--- config.mk ---
export PLATFORM = sky130hd
export DESIGN_NAME = fetch_stage_flat
export DESIGN_NICKNAME = d
export VERILOG_FILES = /design/src/rtl/fetch_stage_if.sv /design/src/rtl/fetch_stage.sv /design/src/flat_wrapper.sv
export SDC_FILE = /design/constraint.sdc
export NUM_CORES = 1
export LEC_CHECK = 0
export CAP_MARGIN = 20
export CORE_MARGIN = 2
export CORE_UTILIZATION = 40
export DETAILED_ROUTE_END_ITERATION = 8
export GPL_ROUTABILITY_DRIVEN = 0
export GPL_TIMING_DRIVEN = 0
export PLACE_DENSITY = 0.88
export SYNTH_ARGS = -nofsm -noshare
export SYNTH_HDL_FRONTEND = slang
export SYNTH_SLANG_ARGS = --single-unit
--- constraint.sdc ---
create_clock -name clk -period 1.94 [get_ports clk]
set_clock_uncertainty 0.05 [all_clocks]
set_input_delay 0.582 -clock clk [delete_from_list [all_inputs] [get_ports clk]]
set_output_delay 0.582 -clock clk [all_outputs]
set_load 0.02 [all_outputs]
--- src/rtl/fetch_stage_if.sv ---
// Instruction-memory request/response bundle between the fetch stage and imem.
// The fetch stage drives the master side. The memory drives the slave side.
interface fetch_stage_if;
    logic        imem_req;
    logic [15:0] imem_addr;
    logic        imem_rdy;
    logic [15:0] imem_data;

    modport master (output imem_req, output imem_addr, input imem_rdy, input imem_data);
    modport slave  (input imem_req, input imem_addr, output imem_rdy, output imem_data);
endinterface

--- src/rtl/fetch_stage.sv ---
// Purpose: owns the PC, fetches instruction words and registers them into IF/ID.
// Latency: one cycle from imem_rdy to instr/pcs; sustains one instruction per cycle.
// Backpressure: stall freezes all state and withdraws imem_req; imem_rdy=0 inserts bubbles.
module fetch_stage #(
    parameter logic [15:0] RESET_PC    = 16'h0000,
    parameter logic [3:0]  HALT_OPCODE = 4'hF
) (
    input  logic                 clk,
    input  logic                 rst,
    input  logic                 stall,
    input  logic                 branch_taken,
    input  logic [15:0]          pc_branch,
    fetch_stage_if.master        imem,
    output logic [15:0]          instr,
    output logic [15:0]          pcs,
    output logic                 instr_valid,
    output logic                 halted,
    output logic [15:0]          pc
);

    typedef enum logic [1:0] {
        S_FETCH = 2'd0,
        S_WAIT  = 2'd1,
        S_HALT  = 2'd2
    } state_t;

    state_t      stateQ, stateD;
    logic [15:0] pcD, instrD, pcsD;
    logic        validD, haltedD;
    logic [15:0] pcPlus2;

    assign pcPlus2        = pc + 16'd2;
    assign imem.imem_addr = pc;
    // rst gates the request so memory sees nothing while the core is held in reset.
    assign imem.imem_req  = rst && !stall && (stateQ != S_HALT);

    always_ff @(posedge clk or negedge rst) begin
        if (!rst) begin
            stateQ      <= S_FETCH;
            pc          <= RESET_PC;
            instr       <= 16'h0000;
            pcs         <= 16'h0000;
            instr_valid <= 1'b0;
            halted      <= 1'b0;
        end else begin
            stateQ      <= stateD;
            pc          <= pcD;
            instr       <= instrD;
            pcs         <= pcsD;
            instr_valid <= validD;
            halted      <= haltedD;
        end
    end

    always_comb begin
        stateD  = stateQ;
        pcD     = pc;
        instrD  = instr;
        pcsD    = pcs;
        validD  = instr_valid;
        haltedD = halted;
        if (!stall) begin
            case (stateQ)
                S_FETCH, S_WAIT: begin
                    // Redirect wins over any same-cycle response, including a wrong-path HLT.
                    if (branch_taken) begin
                        pcD    = pc_branch;
                        validD = 1'b0;
                        stateD = S_FETCH;
                    end else if (imem.imem_rdy) begin
                        instrD = imem.imem_data;
                        pcsD   = pcPlus2;
                        validD = 1'b1;
                        if (imem.imem_data[15:12] == HALT_OPCODE) begin
                            haltedD = 1'b1;
                            stateD  = S_HALT;
                        end else begin
                            pcD    = pcPlus2;
                            stateD = S_FETCH;
                        end
                    end else begin
                        validD = 1'b0;
                        stateD = S_WAIT;
                    end
                end
                S_HALT: begin
                    validD = 1'b0;
                end
                default: begin
                    stateD = S_FETCH;
                    validD = 1'b0;
                end
            endcase
        end
    end

endmodule
--- src/flat_wrapper.sv ---
// flat-port wrapper written by rule: the top's interface ports become plain ports
module fetch_stage_flat 
#(
    parameter logic [15:0] RESET_PC    = 16'h0000,
    parameter logic [3:0]  HALT_OPCODE = 4'hF
)
  (clk, rst, stall, branch_taken, pc_branch, instr, pcs, instr_valid, halted, pc, imem_imem_req, imem_imem_addr, imem_imem_rdy, imem_imem_data);
  fetch_stage_if imem_i ();
  input  logic clk;
  input  logic rst;
  input  logic stall;
  input  logic branch_taken;
  input  logic [15:0] pc_branch;
  output logic [15:0] instr;
  output logic [15:0] pcs;
  output logic instr_valid;
  output logic halted;
  output logic [15:0] pc;
  output wire logic [$bits(imem_i.imem_req)-1:0] imem_imem_req;
  output wire logic [$bits(imem_i.imem_addr)-1:0] imem_imem_addr;
  input wire logic [$bits(imem_i.imem_rdy)-1:0] imem_imem_rdy;
  input wire logic [$bits(imem_i.imem_data)-1:0] imem_imem_data;
  assign imem_imem_req = imem_i.imem_req;
  assign imem_imem_addr = imem_i.imem_addr;
  assign imem_i.imem_rdy = imem_imem_rdy;
  assign imem_i.imem_data = imem_imem_data;
  fetch_stage #(.RESET_PC(RESET_PC), .HALT_OPCODE(HALT_OPCODE)) u_core (.clk(clk), .rst(rst), .stall(stall), .branch_taken(branch_taken), .pc_branch(pc_branch), .imem(imem_i), .instr(instr), .pcs(pcs), .instr_valid(instr_valid), .halted(halted), .pc(pc));
endmodule
==> impl_metrics.csv, run 1 <==
group,metric,value,unit
synth,netlist_area,0.00273,mm^2
global_routing,grt_max_degree,28,
cells_and_area,mostFrequentLayoutCells,"nand2_1 (85), clkdlybuf4s50_1 (51), dfrtp_1 (40)",
worst_setup_path,cp_cell_sequence,"clkdlybuf4s50_1",
global_routing,antenna_found_initial,0,
timing,report.final.hold_viol_count,0,
synth,ys_seq_elements,52,
timing,holdWs,0.0336,ns
global_routing,grt-ovfl-total,0,
floorplan,fp.dieW,86.7,um
routing,route.detailed.drc,0,
worst_hold_path,hp-class,"in2async",
worst_setup_path,r2r_start,"u_core.imem.imem_addr[4]",
global_routing,grt_pass1_wl,12700,um
cells_and_area,final_common_cell,"nand2_1",
worst_setup_path,rrSetupSlack,0.08,ns
worst_setup_path,critPathArrivalTime,1.27,ns
timing,tns,0,ns
placed_design,dpl_cell_area,0.00387,mm^2
cells_and_area,synthToLayoutAreaGrowth,52.6,%
cts,path_clk_slew,0.09,ns
routing,dr.first_iter.drc_count,229,
synth,syn_area_per_cell,9.02,um^2
floorplan,die_area,0.00751,mm^2
worst_setup_path,critPathLaunchType,"register",
cts,root_buffer,"clkbuf_8",
placed_design,place_worst_setup_slack,-0.953,ns
floorplan,start_util,40.7,%
placed_design,hpwl,5700,um
worst_setup_path,cp_top_family,"buffers and inverters",
worst_setup_path,critPathCaptureType,"primary output",
synth,ys_async_sr_fraction,100,%
cts,cts_buffer_depth,2,
synth,synth-edff-count,0,
cells_and_area,stdcell_area,0.00417,mm^2
timing,min_period_over_period,98.2,%
timing,fin_ws,0.0349,ns
global_routing,track_usage,21.4,%
global_routing,grt_pass1_vias,2563,
synth,ys_seq_area_share,47.6,%
synth,yosys_warnings,0,
cells_and_area,fin_nets,463,
routing,drt-pass1-iter-count,4,
routing,wire_per_inst,16.2,um
cts,cts_tree,"done",
timing,max-slew-margin-rel,59.3,%
synth,synth.distinct_cells,46,
timing,fmax,525,MHz
timing,setup_viol,0,
cts,htreeDepth,2,
cts,cts-buffers-inserted,5,
synth,ys.flop_type,"dfrtp_1",
cells_and_area,layout-drive-gt1-share,18.5,%
timing,worstMarginPinSlew,0.609,ns
floorplan,ios,104,
timing,period_minus_slack,1.91,ns
synth,syn_inst,303,
worst_setup_path,crit_fanout,2,
synth,syn_nets,341,
floorplan,row_count,30,
routing,vias,2643,
cells_and_area,antenna_cells,0,
power_and_ir_drop,p_leak,2.05,nW
timing,drv_slew,0,
worst_setup_path,crit_path_top_delay_cell,"clkdlybuf4s50_1",
floorplan,fp.dieH,86.7,um
worst_setup_path,cpPeakStageDelay,0.60,ns
cells_and_area,final_util,62.1,%
flow_run,max_cap_violations,0,
routing,detail-route-antenna-nets,0,
cts,clock-sinks,52,
routing,routed_wl,8180,um
worst_setup_path,r2r-end,"u_core.imem.imem_addr[14]",
worst_setup_path,crit_buf_inv,1,
cts,hold_buffers,0,
power_and_ir_drop,peakVddDrop,480,uV
worst_setup_path,cp.required,1.31,ns
worst_setup_path,timing_worst_setup_path_type,"reg2out",
placed_design,io_buffers,101,
worst_setup_path,r2r_cells,6,
power_and_ir_drop,power.density,935,mW/mm^2
floorplan,coreArea,0.00672,mm^2
run_status,status,"completed",
routing,viasPerCell,5.22,
cts,clkLatencyLatePin,0.30,ns
layout make-up:
cell class,count,area (um^2)
tap,80,100
sequential,52,1320
inverter,5,18.8
clock inverter,1,30.0
fill,554,2550
clock buffer,7,76.3
timing repair buffer,116,1180
multi-input combinational,209,1210
buffer,36,236
flip-flops by register name (all words and copies together), names as in the netlist:
name	count
u_core.halted	1
u_core.instr_valid	1
u_core.pcs	16
u_core.imem.imem_addr	16
u_core.instr	16
u_core.stateQ	2
power by group:
part | leakage, nW | internal, W | switching (W)
combinational | 1.37 | 0.000776 | 0.000861
clock | 0.0524 | 0.000387 | 0.000357
sequential | 0.630 | 0.00131 | 0.000208
total | 2.05 | 0.00247 | 0.00143
synth_stat cells (2+ instances only):
library cell,n,share of area (%)
o21ai_0,16,2.9
a31oi_1,4,0.92
dfrtp_1,52,48
o21ai_1,6,1.1
nor2b_1,3,0.69
buf_6,3,1.2
xnor2_1,9,2.9
buf_4,18,4.9
nor3_1,9,1.6
xor2_1,3,0.96
o221ai_1,3,0.96
nor2_1,9,1.2
o21bai_1,4,1.1
mux2i_1,2,0.73
clkbuf_1,7,0.96
nand3_1,7,1.3
mux2_2,2,0.82
buf_2,8,1.5
nor3b_1,2,0.55
inv_1,5,0.69
a22oi_1,6,1.6
a21oi_1,7,1.3
o2bb2ai_1,3,0.96
nor4_1,5,1.1
nand2_1,85,12
nand4_1,5,1.1
cell families (layout without fill, tap and decap cells):
| family | count (synthesis) | in the layout | share of synthesized area [%] |
|---|---|---|---|
| flip-flops | 52 | 52 | 47.6 |
| AND/OR/NAND/NOR | 136 | 136 | 23.9 |
| buffers and inverters | 42 | 165 | 9.47 |
| multiplexers | 4 | 4 | 1.56 |
| AO/OA/AOI/OAI | 56 | 56 | 13.2 |
| XOR/XNOR | 12 | 12 | 3.84 |
| adder cells (fa/ha/maj) | 1 | 1 | 0.458 |
metrics by stage:
stage | total power, W | std cells
floorplan | 0.00238 | 303
global placement | 0.00316 | 484
detailed placement | 0.00321 | 485
CTS | 0.00391 | 497
global route | 0.00411 | 506
finish | 0.00390 | 506
routing by layer:
| metal | global-route usage, % | wire [um] | up-vias |
|---|---|---|---|
| met5 | 0 | 0 | - |
| met2 | 35.9 | 4010 | 126 |
| met4 | 7.81 | 207 | 0 |
| met1 | 28.0 | 3390 | 1233 |
| li1 | - | - | 1264 |
| met3 | 3.52 | 572 | 20 |
worst max-delay path by stage:
stage | slack [ns] | startpoint | cells past startpoint | endpoint
6_report | 0.03 | u_core.instr[13] | 1 | instr[13]
2_1_floorplan | 0.08 | u_core.imem.imem_addr[1] | 6 | u_core.imem.imem_addr[15]
4_1_cts | -0.008 | rst | 5 | imem_imem_req
3_3_place_gp | -2.51 | rst | 4 | imem_imem_req
3_5_place_dp | -0.95 | rst | 5 | imem_imem_req
5_1_grt | -0.006 | imem_imem_rdy | 7 | u_core.instr[11]
what timing repair did:
action,4_1_cts,5_1_grt
pin swaps,1,3
setup buffers,4,9
cloned,1,0
resized for setup,55,19
setup endpoints to repair,79,32
Note: power is estimated with default switching activity, not from simulation.
==> run 2, diff against run 1 <==
--- a/config.mk
+++ b/config.mk
@@ -5,8 +5,8 @@
 export SDC_FILE = /design/constraint.sdc
 export NUM_CORES = 1
 export LEC_CHECK = 0
-export CAP_MARGIN = 20
-export CORE_MARGIN = 2
+export CAP_MARGIN = 30
+export CORE_MARGIN = 3
 export CORE_UTILIZATION = 40
 export DETAILED_ROUTE_END_ITERATION = 8
 export GPL_ROUTABILITY_DRIVEN = 0
==> run 2 against run 1 <==
Count of clock-buffer cells in the layout down 2; setup slack better by 0.0022 ns; global-route usage down 0.65 points; first-iteration DRC count down 40%; total power down 0.25%; critical path type unchanged; via count down 0.23%; final area down 0.69%; sequential share of layout area up 0.25 points; final cell count down 1.4%; non-clock buffer count down 4; combinational power about the same; utilization up 1.7 points.
==> impl_metrics.csv, run 2 (synthesis results as in run 1) <==
group,metric,value,unit
global_routing,grt-ovfl-total,0,
floorplan,ios,104,
routing,wire_per_inst,16.3,um
timing,setup_viol,0,
global_routing,grt_max_degree,32,
timing,drv_slew,0,
floorplan,coreArea,0.00649,mm^2
worst_setup_path,cpPeakStageDelay,0.61,ns
worst_setup_path,path_depth,1,
cells_and_area,antenna_cells,0,
global_routing,track_usage,20.8,%
power_and_ir_drop,p_int,0.00245,W
routing,viasPerCell,5.28,
power_and_ir_drop,p_total,0.00389,W
floorplan,fp.dieH,88.7,um
routing,drt-pass1-iter-count,4,
global_routing,grt_pass1_wl,12700,um
power_and_ir_drop,peakVddDrop,416,uV
power_and_ir_drop,power.density,939,mW/mm^2
floorplan,row_count,29,
power_and_ir_drop,switching_share,36.9,%
worst_setup_path,timing_worst_setup_path_type,"reg2out",
worst_setup_path,cp.required,1.31,ns
flow_run,max_cap_violations,0,
routing,routed_wl,8120,um
power_and_ir_drop,p_leak,2.15,nW
worst_setup_path,startpoint,"u_core.pcs[12]",
routing,detail-route-antenna-nets,0,
cells_and_area,mostFrequentLayoutCells,"nand2_1 (85), clkdlybuf4s50_1 (39), dfrtp_1 (39)",
cells_and_area,final_util,63.8,%
timing,max-slew-margin-rel,63.5,%
cts,clock-sinks,52,
timing,fmax,525,MHz
timing,tns,0,ns
timing,min_period_over_period,98.1,%
global_routing,antenna_found_initial,0,
run_status,status,"completed",
worst_setup_path,critPathLaunchType,"register",
worst_setup_path,crit_end,"pcs[12]",
cts,cts-buffers-inserted,5,
floorplan,die_area,0.00786,mm^2
power_and_ir_drop,power_switching,0.00144,W
floorplan,fp.dieW,88.7,um
timing,report.final.hold_viol_count,0,
cts,htreeDepth,2,
worst_hold_path,hp-class,"in2async",
global_routing,grt_pass1_vias,2658,
power_and_ir_drop,clkPwrFrac,19.4,%
placed_design,hpwl,5730,um
worst_setup_path,r2r_start,"u_core.imem.imem_addr[4]",
routing,dr.first_iter.drc_count,137,
worst_setup_path,critPathArrivalTime,1.27,ns
routing,vias,2637,
floorplan,start_util,42.1,%
cts,cts_tree,"done",
cts,root_buffer,"clkbuf_8",
worst_setup_path,crit_path_top_delay_cell,"clkdlybuf4s50_1",
timing,fin_ws,0.0370,ns
cells_and_area,layout-drive-gt1-share,18.7,%
power_and_ir_drop,combPwrFrac,42.0,%
routing,route.detailed.drc,0,
cells_and_area,fin_nets,459,
power_and_ir_drop,p_seq_share,38.5,%
cts,path_clk_slew,0.10,ns
worst_setup_path,crit_buf_inv,1,
timing,period_minus_slack,1.90,ns
timing,worstMarginPinSlew,0.546,ns
worst_setup_path,cp_cell_sequence,"clkdlybuf4s50_1",
cells_and_area,final_common_cell,"nand2_1",
worst_setup_path,critPathCaptureType,"primary output",
worst_setup_path,r2r-end,"u_core.imem.imem_addr[14]",
worst_setup_path,rrSetupSlack,0.13,ns
worst_setup_path,crit_fanout,2,
timing,holdWs,0.0342,ns
placed_design,io_buffers,101,
worst_setup_path,r2r_cells,6,
placed_design,place_worst_setup_slack,-0.688,ns
cts,cts_buffer_depth,2,
cells_and_area,synthToLayoutAreaGrowth,51.6,%
worst_setup_path,cp_top_family,"buffers and inverters",
cts,clkLatencyLatePin,0.31,ns
timing,rsz0062_at_grt,"false",
==> run 2: cell count changes in the layout (fill, tap and decap cells not counted), moves of 2 or more <==
cell / change
buf_4: -4
clkbuf_1: -2
clkdlybuf4s50_1: -12
dlymetal6s2s_1: +11
==> run 2: area by class of cell <==
cell class	count	area [um^2]
multi-input cells	209	1230
repair buffers	112	1140
well taps	77	96.3
clock inverters	3	42.5
plain buffers	36	236
clock buffers	5	68.8
fillers	575	2350
inverters	5	18.8
flip-flops and latches	52	1320
==> run 2: worst min-delay path by stage <==
stage	slack, ns	from	cells past startpoint	to
global route	0.03	rst	1	u_core.instr[6]
finish	0.03	rst	1	u_core.instr[6]
floorplan	0.24	rst	0	u_core.halted
global placement	0.40	u_core.pcs[15]	2	u_core.pcs[15]
CTS	0.03	rst	1	u_core.instr[4]
detailed placement	0.41	u_core.pcs[15]	2	u_core.pcs[15]
==> run 2: what timing repair did <==
| action | in CTS | in global routing |
|---|---|---|
| gates resized for setup | 55 | 31 |
| setup endpoints to repair | 81 | 39 |
| hold buffers | 0 | 0 |
| pin swaps | 2 | 2 |
| buffers inserted | 9 | 1 |
==> run 2: power by group through the flow <==
stage	registers (W)	clock network (W)	logic, W
final	0.00150	0.000756	0.00164
after global routing	0.00153	0.000817	0.00176
after CTS	0.00150	0.000771	0.00165
after detailed placement	0.00154	0	0.00167
after global placement	0.00152	0	0.00163
after floorplan	0.00177	0	0.000615
==> run 2: metrics by stage <==
stage                     instances  area (um^2)
after global placement          481         3850
after floorplan                 303         2740
after CTS                       498         4050
after global routing            499         4140
after detailed placement        482         3860
final                           499         4140
==> run 2: layer usage <==
layer,vias to the layer above,global-route usage (%),wire length [um]
li1,1256,-,-
met1,1249,25.9,3310
met2,115,35.6,4070
met3,17,5.21,630
met4,0,5.91,116
met5,-,0,0
